==> src/rtl/jk_pkg.sv <==
// -----------------------------------------------------------------------------
// jk_pkg
// Shared definitions for the JK up/down counter slice.
//   jk_ctrl_t : 2-bit excitation word, packed as {J,K}
//   JK_HOLD / JK_RESET / JK_SET / JK_TOGGLE : the four JK excitations
//   jk_load() : excitation that forces a cell to a given bit value
// -----------------------------------------------------------------------------
package jk_pkg;

    typedef logic [1:0] jk_ctrl_t;

    localparam jk_ctrl_t JK_HOLD   = 2'b00;
    localparam jk_ctrl_t JK_RESET  = 2'b01;
    localparam jk_ctrl_t JK_SET    = 2'b10;
    localparam jk_ctrl_t JK_TOGGLE = 2'b11;

    // Parallel load drives J=b, K=~b so the cell lands on b regardless of
    // its current state.
    function automatic jk_ctrl_t jk_load(input logic b);
        return b ? JK_SET : JK_RESET;
    endfunction

endpackage

==> src/rtl/jk_cell.sv <==
// -----------------------------------------------------------------------------
// jk_cell
// One synchronous JK storage bit.
//   clock : rising-edge clock
//   clear : synchronous active-low clear, forces q to 0
//   j, k  : excitation inputs ({J,K} decoded with the jk_pkg encoding)
//   q     : stored bit
//   qbar  : complement of q
// -----------------------------------------------------------------------------
module jk_cell
    import jk_pkg::*;
(
    input  logic clock,
    input  logic clear,
    input  logic j,
    input  logic k,
    output logic q,
    output logic qbar
);

    jk_ctrl_t jk;

    assign jk = {j, k};

    always_ff @(posedge clock) begin
        if (!clear) begin
            q <= 1'b0;
        end else begin
            case (jk)
                JK_HOLD:  q <= q;
                JK_RESET: q <= 1'b0;
                JK_SET:   q <= 1'b1;
                default:  q <= ~q;
            endcase
        end
    end

    assign qbar = ~q;

endmodule

==> src/rtl/jk_updown_counter.sv <==
// -----------------------------------------------------------------------------
// jk_updown_counter
// Synchronous up/down counter built from a row of jk_cell instances. This
// level computes the J/K excitation for every bit each cycle from the current
// cell outputs, and produces terminal-count and wrap indication.
//
// Parameters
//   WIDTH   : number of counter bits / JK cells (>= 2)
// Ports
//   clock   : rising-edge clock
//   clear   : synchronous active-low reset
//   en      : count enable
//   up      : direction, 1 = increment, 0 = decrement
//   load    : parallel load strobe, wins over en
//   din     : parallel load value
//   q       : counter state (cell outputs)
//   qbar    : complement of q (cell outputs)
//   tc      : terminal count, combinational
//   wrapped : one-cycle registered pulse the cycle after a wrap
//
// Build option
//   JK_COUNTER_SATURATE_EN : when defined, counting holds at the terminal
//   value instead of wrapping; tc still asserts, wrapped never does.
// -----------------------------------------------------------------------------
module jk_updown_counter
    import jk_pkg::*;
#(
    parameter int WIDTH = 4
) (
    input  logic             clock,
    input  logic             clear,
    input  logic             en,
    input  logic             up,
    input  logic             load,
    input  logic [WIDTH-1:0] din,
    output logic [WIDTH-1:0] q,
    output logic [WIDTH-1:0] qbar,
    output logic             tc,
    output logic             wrapped
);

    jk_ctrl_t [WIDTH-1:0] ctrl;
    logic                 at_term;
    logic                 sat_hold;
    logic                 wrap_evt;
    logic                 ones_run;
    logic                 zeros_run;

    // Terminal value for the current direction: all-ones going up, zero
    // going down.
    assign at_term = up ? (&q) : ~(|q);

    assign tc = clear & en & ~load & at_term;

`ifdef JK_COUNTER_SATURATE_EN
    // Freeze every cell at the terminal value rather than rolling over.
    assign sat_hold = at_term;
    assign wrap_evt = 1'b0;
`else
    assign sat_hold = 1'b0;
    // In modulo mode a count at the terminal value always rolls over.
    assign wrap_evt = tc;
`endif

    // Excitation. ones_run / zeros_run carry "all lower bits are 1 / 0" from
    // bit 0 upward; bit 0 sees both as 1, so it always toggles when counting.
    always_comb begin
        ctrl      = '0;
        ones_run  = 1'b1;
        zeros_run = 1'b1;
        for (int i = 0; i < WIDTH; i++) begin
            ctrl[i] = JK_HOLD;
            if (load) begin
                ctrl[i] = jk_load(din[i]);
            end else if (en && !sat_hold) begin
                if (up ? ones_run : zeros_run) begin
                    ctrl[i] = JK_TOGGLE;
                end
            end
            ones_run  = ones_run  &  q[i];
            zeros_run = zeros_run & ~q[i];
        end
    end

    genvar g;
    generate
        for (g = 0; g < WIDTH; g++) begin : g_cell
            jk_cell u_cell (
                .clock (clock),
                .clear (clear),
                .j     (ctrl[g][1]),
                .k     (ctrl[g][0]),
                .q     (q[g]),
                .qbar  (qbar[g])
            );
        end
    endgenerate

    always_ff @(posedge clock) begin
        if (!clear) begin
            wrapped <= 1'b0;
        end else begin
            wrapped <= wrap_evt;
        end
    end

endmodule

==> config.mk <==
export PLATFORM = sky130hd
export DESIGN_NAME = jk_updown_counter
export DESIGN_NICKNAME = d
export VERILOG_FILES = /design/src/rtl/jk_pkg.sv /design/src/rtl/jk_cell.sv /design/src/rtl/jk_updown_counter.sv
export SDC_FILE = /design/constraint.sdc
export NUM_CORES = 1
export LEC_CHECK = 0
export ABC_AREA = 1
export BUFFER_PORTS_ARGS = -buffer_cell sky130_fd_sc_hd__buf_2
export CAP_MARGIN = 20
export CELL_PAD_IN_SITES_DETAIL_PLACEMENT = 0
export CELL_PAD_IN_SITES_GLOBAL_PLACEMENT = 1
export CORE_UTILIZATION = 32
export DETAILED_ROUTE_END_ITERATION = 8
export PLACE_DENSITY_LB_ADDON = 0.1
export SYNTH_ARGS = -nofsm -noshare
export SYNTH_HDL_FRONTEND = slang
export SYNTH_HIERARCHICAL = 1
export SYNTH_SLANG_ARGS = --single-unit
==> constraint.sdc <==
create_clock -name clock -period 3.6 [get_ports clock]
set_clock_uncertainty 0.1 [all_clocks]
set_input_delay 0.36 -clock clock [delete_from_list [all_inputs] [get_ports clock]]
set_output_delay 0.36 -clock clock [all_outputs]
set_load 0.01 [all_outputs]
==> flow_metrics.py, run 1 <==
metrics = {
    "layout": {
        "layout.area.seq_um2": 100.1,
        "layout-drive-gt1-share_pct": 19.66,
        "syn_to_final_growth_pct": 25.77,
        "diodes": 0,
        "stdcell_area_um2": 665.6,
        "fin_nets": 135,
        "multi_input_area_um2": 342.8,
        "nFillCells": 187,
    },
    "clock_tree": {
        "root_buffer": "clkbuf_4",
        "cts.path.max_buffers": 2,
        "ctsHoldBuffers": 0,
        "clk_pin_slew_worst_paths_ns": 0.05,
        "tritoncts": "built",
        "clock_sinks": 5,
        "cts_resized": 0,
        "cts.htree.levels": 1,
        "cts_setup_buffers": 0,
        "cts_buffers": 3,
        "clkLatencyLatePin_ns": 0.24,
    },
    "detailed_routing": {
        "wirelength_um": 1082,
        "drc": 0,
        "drt_iter0_drc": 2,
        "ant_nets": 0,
        "via_count": 589,
        "firstDrtPassIters": 4,
        "via_per_inst": 4.429,
        "wl_per_cell_um": 8.135,
    },
    "min_path": {
        "hold_start": "clear",
        "hold_path_class": "input pin to flop",
        "hold_end": "g_cell[3].u_cell/q",
        "hold_depth": 3,
    },
    "logic_synthesis": {
        "synth_area_um2": 529.3,
        "syn_inst": 95,
        "synth.distinct_cells": 10,
        "synth-seq-area-share_pct": 18.91,
        "netlist.top_cell.by_area": "dfxtp_1",
        "synth_nets": 112,
        "synth_top_area_share_pct": 18.91,
        "synthTopCellsByArea": "dfxtp_1, ha_1, nand2_1",
        "synth_area_per_cell_um2": 5.571,
        "synth-seq-cells": 5,
        "yosys_warnings": 6,
    },
    "grt": {
        "antenna_found_initial": 0,
        "grt_use_total_pct": 13.86,
        "grt_pass1_vias": 502,
        "grt_first_pass_wirelength_um": 1918,
        "grt_overflow": 0,
        "grt_max_degree": 11,
    },
    "critical_path": {
        "r2r_start": "g_cell[0].u_cell/q",
        "criticalPathCategory": "flop to output pin",
        "reg2reg_depth": 10,
        "critPathArrivalTime_ns": 1.22,
        "cp_max_fo": 10,
        "critPathRequiredTime_ns": 3.14,
        "r2r-end": "g_cell[3].u_cell/q",
        "cp-start-kind": "flop",
        "r2r_slack_ns": 1.93,
        "end_kind": "output pin",
        "startpoint": "g_cell[0].u_cell/q",
    },
    "sta": {
        "setup_viol": 0,
        "timing.slew.headroom_pct": 81.70,
        "drv_slew": 0,
        "hold_viol_final": 0,
        "grt_setup_unrepaired": "false",
        "fin_crit_sh_pct": 46.77,
        "fmax_mhz": 593.9,
        "worst_pin_slew_ns": 0.2741,
        "tns_ns": 0,
        "fin_crit_ns": 1.684,
    },
    "pwr": {
        "leakagePower_nw": 0.4050,
        "ir_drop_uv": 132.0,
        "power_density_mw_per_mm2": 332.8,
    },
    "die": {
        "core_mm2": 0.001524,
        "rows": 14,
        "ios": 19,
        "initial_core_util_pct": 34.73,
        "die_y_um": 42.67,
        "die_area_mm2": 0.001821,
        "chipWidth_um": 42.67,
    },
    "placement": {
        "gp_congestion": 0.7418,
        "dp_hpwl_um": 878.2,
        "place_area_um2": 639.4,
        "port_buffers": 18,
    },
    "status": {
        "status": "finished clean",
    },
    "flow_run": {
        "maxCapViolations": 0,
    },
}
## registers in the layout, summed over array words and instances (netlist names)
name	count
g_cell.u_cell/q	4
wrapped	1
## layer usage
layer  GRT usage (%)  wire length, um
met5               0                0
met4           11.25               27
met2           20.91              483
met1           17.40              529
met3           1.702               43
## Yosys cell counts
master / count
nand2_1: 25
inv_1: 22
nor2_1: 19
ha_1: 8
o21ai_0: 8
dfxtp_1: 5
nand3_1: 5
inv_2: 1
nor2_2: 1
or2_0: 1
## kinds of logic (layout without fill, tap and decap cells)
family          count (synthesis)  after routing  synth area share (%)
compound gates                  8              8                 7.565
fa+ha+maj                       8              8                 18.91
buf+inv                        23             45                 16.31
flops                           5              5                 18.91
simple gates                   51             51                 38.30
## final cells by class
| cell class | instances | area share (%) |
|---|---|---|
| clock buffers | 4 | 3.947 |
| inverters | 23 | 12.97 |
| multi-input cells | 67 | 51.50 |
| flip-flops and latches | 5 | 15.04 |
| well taps | 16 | 3.008 |
| repair buffers | 18 | 13.53 |
## worst max-delay path by stage
| stage | to | slack [ns] | depth (start not counted) |
|---|---|---|---|
| after floorplan | g_cell[3].u_cell/q | 2.00 | 10 |
| after global routing | tc | 1.76 | 5 |
| final | tc | 1.92 | 5 |
| after global placement | g_cell[2].u_cell/q | 1.85 | 10 |
| after CTS | tc | 1.90 | 5 |
| after detailed placement | g_cell[2].u_cell/q | 1.84 | 10 |
## where the power goes
group | internal (mW) | switching, mW
clock network | 0.0420 | 0.0244
logic | 0.0345 | 0.0477
registers | 0.0624 | 0.0106
## stage by stage
stage	instances	power (mW)	worst slack [ns]	hold slack, ns	utilization [%]
2_1_floorplan	95	0.1284	2.004	0.4018	-
3_3_place_gp	129	0.1565	1.853	0.4854	41.95
3_5_place_dp	129	0.1575	1.837	0.4805	41.95
4_1_cts	133	0.2273	1.898	0.3112	43.68
5_1_grt	133	0.2443	1.756	0.3231	43.68
6_report	133	0.2215	1.916	0.3171	43.68
## critical path: stages, from the launching register on
cell and delay (ns):
dfxtp_1 0.47, nand3_1 0.14, nor2_1 0.10, nor2_1 0.06
nor2_1 0.09, buf_2 0.13
## cell usage in the layout, fill, tap and decap left out
cell      count
nand2_1      25
nand3_1       5
or2_0         1
inv_1        22
inv_2         1
clkbuf_1      1
clkbuf_4      3
buf_2        18
o21ai_0       8
nor2_1       19
nor2_2        1
dfxtp_1       5
ha_1          8
Note: power is estimated with default switching activity, not from simulation.
==> run 2: changes to the inputs <==
--- a/config.mk
+++ b/config.mk
@@ -10,7 +10,7 @@
 export CAP_MARGIN = 20
 export CELL_PAD_IN_SITES_DETAIL_PLACEMENT = 0
 export CELL_PAD_IN_SITES_GLOBAL_PLACEMENT = 1
-export CORE_UTILIZATION = 32
+export CORE_UTILIZATION = 27
 export DETAILED_ROUTE_END_ITERATION = 8
 export PLACE_DENSITY_LB_ADDON = 0.1
 export SYNTH_ARGS = -nofsm -noshare
==> constraint.sdc (replaced) <==
create_clock -name clock -period 1.4 [get_ports clock]
set_clock_uncertainty 0.1 [all_clocks]
set_input_delay 0.14 -clock clock [delete_from_list [all_inputs] [get_ports clock]]
set_output_delay 0.14 -clock clock [all_outputs]
set_load 0.01 [all_outputs]
==> flow_metrics.py, run 2 (synthesized netlist as in run 1, its figures left out) <==
metrics = {
    "min_path": {
        "hold_start": "clear",
        "hold_path_class": "input pin to flop",
        "hold_depth": 3,
        "hold_end": "g_cell[0].u_cell/q",
    },
    "pwr": {
        "p_comb_share_pct": 45.9,
        "clkPwrFrac_pct": 26.2,
        "ir_drop_uv": 345.9,
        "seq_power_share_pct": 27.9,
        "p_sw_share_pct": 37.96,
        "intPower_uw": 419.1,
        "total_power_uw": 675.5,
        "leakagePower_nw": 0.4725,
        "power_switching_uw": 256.4,
        "power_density_mw_per_mm2": 783.6,
    },
    "clock_tree": {
        "cts_buffers": 3,
        "clk_pin_slew_worst_paths_ns": 0.05,
        "clock_sinks": 5,
        "cts.htree.levels": 1,
        "root_buffer": "clkbuf_4",
        "tritoncts": "built",
        "clkLatencyLatePin_ns": 0.25,
        "cts_setup_buffers": 0,
        "cts.path.max_buffers": 2,
    },
    "status": {
        "status": "finished, violations left",
        "violations": "setup timing",
    },
    "placement": {
        "port_buffers": 18,
        "placedCellCount": 150,
        "gp_congestion": 0.7360,
        "dp_hpwl_um": 990.5,
    },
    "sta": {
        "fin_crit_ns": 1.456,
        "fin_crit_sh_pct": 104.0,
        "worst_pin_slew_ns": 0.2329,
        "fmax_mhz": 686.6,
        "holdWs_ns": 0.08785,
        "timing.slew.headroom_pct": 84.45,
        "hold_viol_final": 0,
        "setup_slack_ns": -0.05641,
        "drv_slew": 0,
        "setup_viol": 4,
        "grt_setup_unrepaired": "true",
    },
    "grt": {
        "antenna_found_initial": 0,
        "grt_overflow": 0,
        "grt_first_pass_wirelength_um": 2049,
        "grt_use_total_pct": 14.34,
        "grt_pass1_vias": 527,
        "grt_max_degree": 8,
    },
    "detailed_routing": {
        "drc": 0,
        "via_per_inst": 4.195,
        "firstDrtPassIters": 4,
        "via_count": 646,
        "wirelength_um": 1310,
        "ant_nets": 0,
        "drt_iter0_drc": 13,
        "wl_per_cell_um": 8.506,
    },
    "critical_path": {
        "crit_slowest_cell": "dfxtp_4",
        "path_cells": "nand3_1 -> buf_4 -> nor2_1 -> nor2_1 -> nor2_1 -> buf_2",
        "critPathArrivalTime_ns": 1.22,
        "r2r_start": "g_cell[0].u_cell/q",
        "crit_top_cell": "nor2_1",
        "cp_max_fo": 7,
        "end_kind": "output pin",
        "r2r-end": "g_cell[3].u_cell/q",
        "cp-start-kind": "flop",
        "criticalPathCategory": "flop to output pin",
        "r2r_slack_ns": -0.05,
        "critPathRequiredTime_ns": 1.16,
        "reg2reg_depth": 10,
        "max_stage_delay_ns": 0.39,
    },
    "layout": {
        "layout-drive-gt1-share_pct": 48.06,
        "stdcell_count": 154,
        "reg_top3": "g_cell.u_cell/q (4), wrapped (1)",
        "syn_to_final_growth_pct": 62.88,
        "top_register": "g_cell.u_cell/q",
        "largest_reg_flops": 4,
        "final_cell_mix": "nor2_1, buf_2, nand2_1",
        "diodes": 0,
        "fin_nets": 147,
    },
    "die": {
        "die_area_mm2": 0.002141,
        "rows": 15,
        "ios": 19,
        "die_y_um": 46.28,
        "core_mm2": 0.001783,
        "initial_core_util_pct": 29.68,
        "chipWidth_um": 46.28,
    },
    "flow_run": {
        "maxCapViolations": 0,
    },
}
## run 2: power by group through the flow
stage                     Combinational [mW]  Clock (mW)  Sequential [mW]
after floorplan                        0.137           0            0.197
after global placement                 0.266           0            0.185
after detailed placement               0.268           0            0.186
after CTS                              0.293       0.182            0.184
after global routing                   0.357       0.197            0.192
final                                  0.310       0.177            0.189
## run 2: layout make-up
class / instances / area (um^2)
Sequential cell: 5 / 108.9
Clock buffer: 4 / 26.28
Tap cell: 25 / 31.28
Inverter: 23 / 86.33
Multi-Input combinational cell: 67 / 429.2
Fill cell: 205 / 920.9
Timing Repair Buffer: 30 / 180.2
## run 2: critical path, delay by kind of cell (launching register included)
family                 cells  cell delay (ns)
and+or+nand+nor            4             0.32
DFF                        1             0.39
buffers and inverters      2             0.27
## run 2: metal layers
| metal | wire (um) | global-route usage, % | vias to the layer above |
|---|---|---|---|
| met5 | 0 | 0 | - |
| met4 | 38 | 10.59 | 0 |
| met3 | 51 | 3.529 | 4 |
| met2 | 593 | 22.25 | 20 |
| met1 | 627 | 16.86 | 274 |
| li1 | - | - | 348 |
## run 2: how the worst max path moves through the flow
stage,endpoint,depth (start not counted),start
global route,g_cell[3].u_cell/q,10,g_cell[0].u_cell/q
detailed placement,g_cell[2].u_cell/q,9,g_cell[0].u_cell/q
CTS,g_cell[3].u_cell/q,11,g_cell[0].u_cell/q
global placement,g_cell[2].u_cell/q,9,g_cell[0].u_cell/q
floorplan,g_cell[3].u_cell/q,11,g_cell[1].u_cell/q
finish,tc,6,g_cell[0].u_cell/q
## run 2: timing repair
action	in CTS	in global routing
gates cloned	0	0
gates resized for setup	11	16
pin swaps	7	7
endpoints found under the setup margin	4	4
hold buffers	0	0
## run 2: per-stage QoR
stage / worst slack, ns / TNS, ns / instance area (um^2) / utilization, %
final: -0.05641 / -0.1635 / 862.1 / 48.35
after global routing: -0.1634 / -0.5961 / 862.1 / 48.35
after floorplan: -0.05160 / -0.09795 / 538.0 / -
after global placement: -0.1411 / -0.3528 / 749.5 / 42.04
after CTS: -0.05885 / -0.1677 / 823.3 / 46.18
after detailed placement: -0.1491 / -0.3429 / 749.5 / 42.04
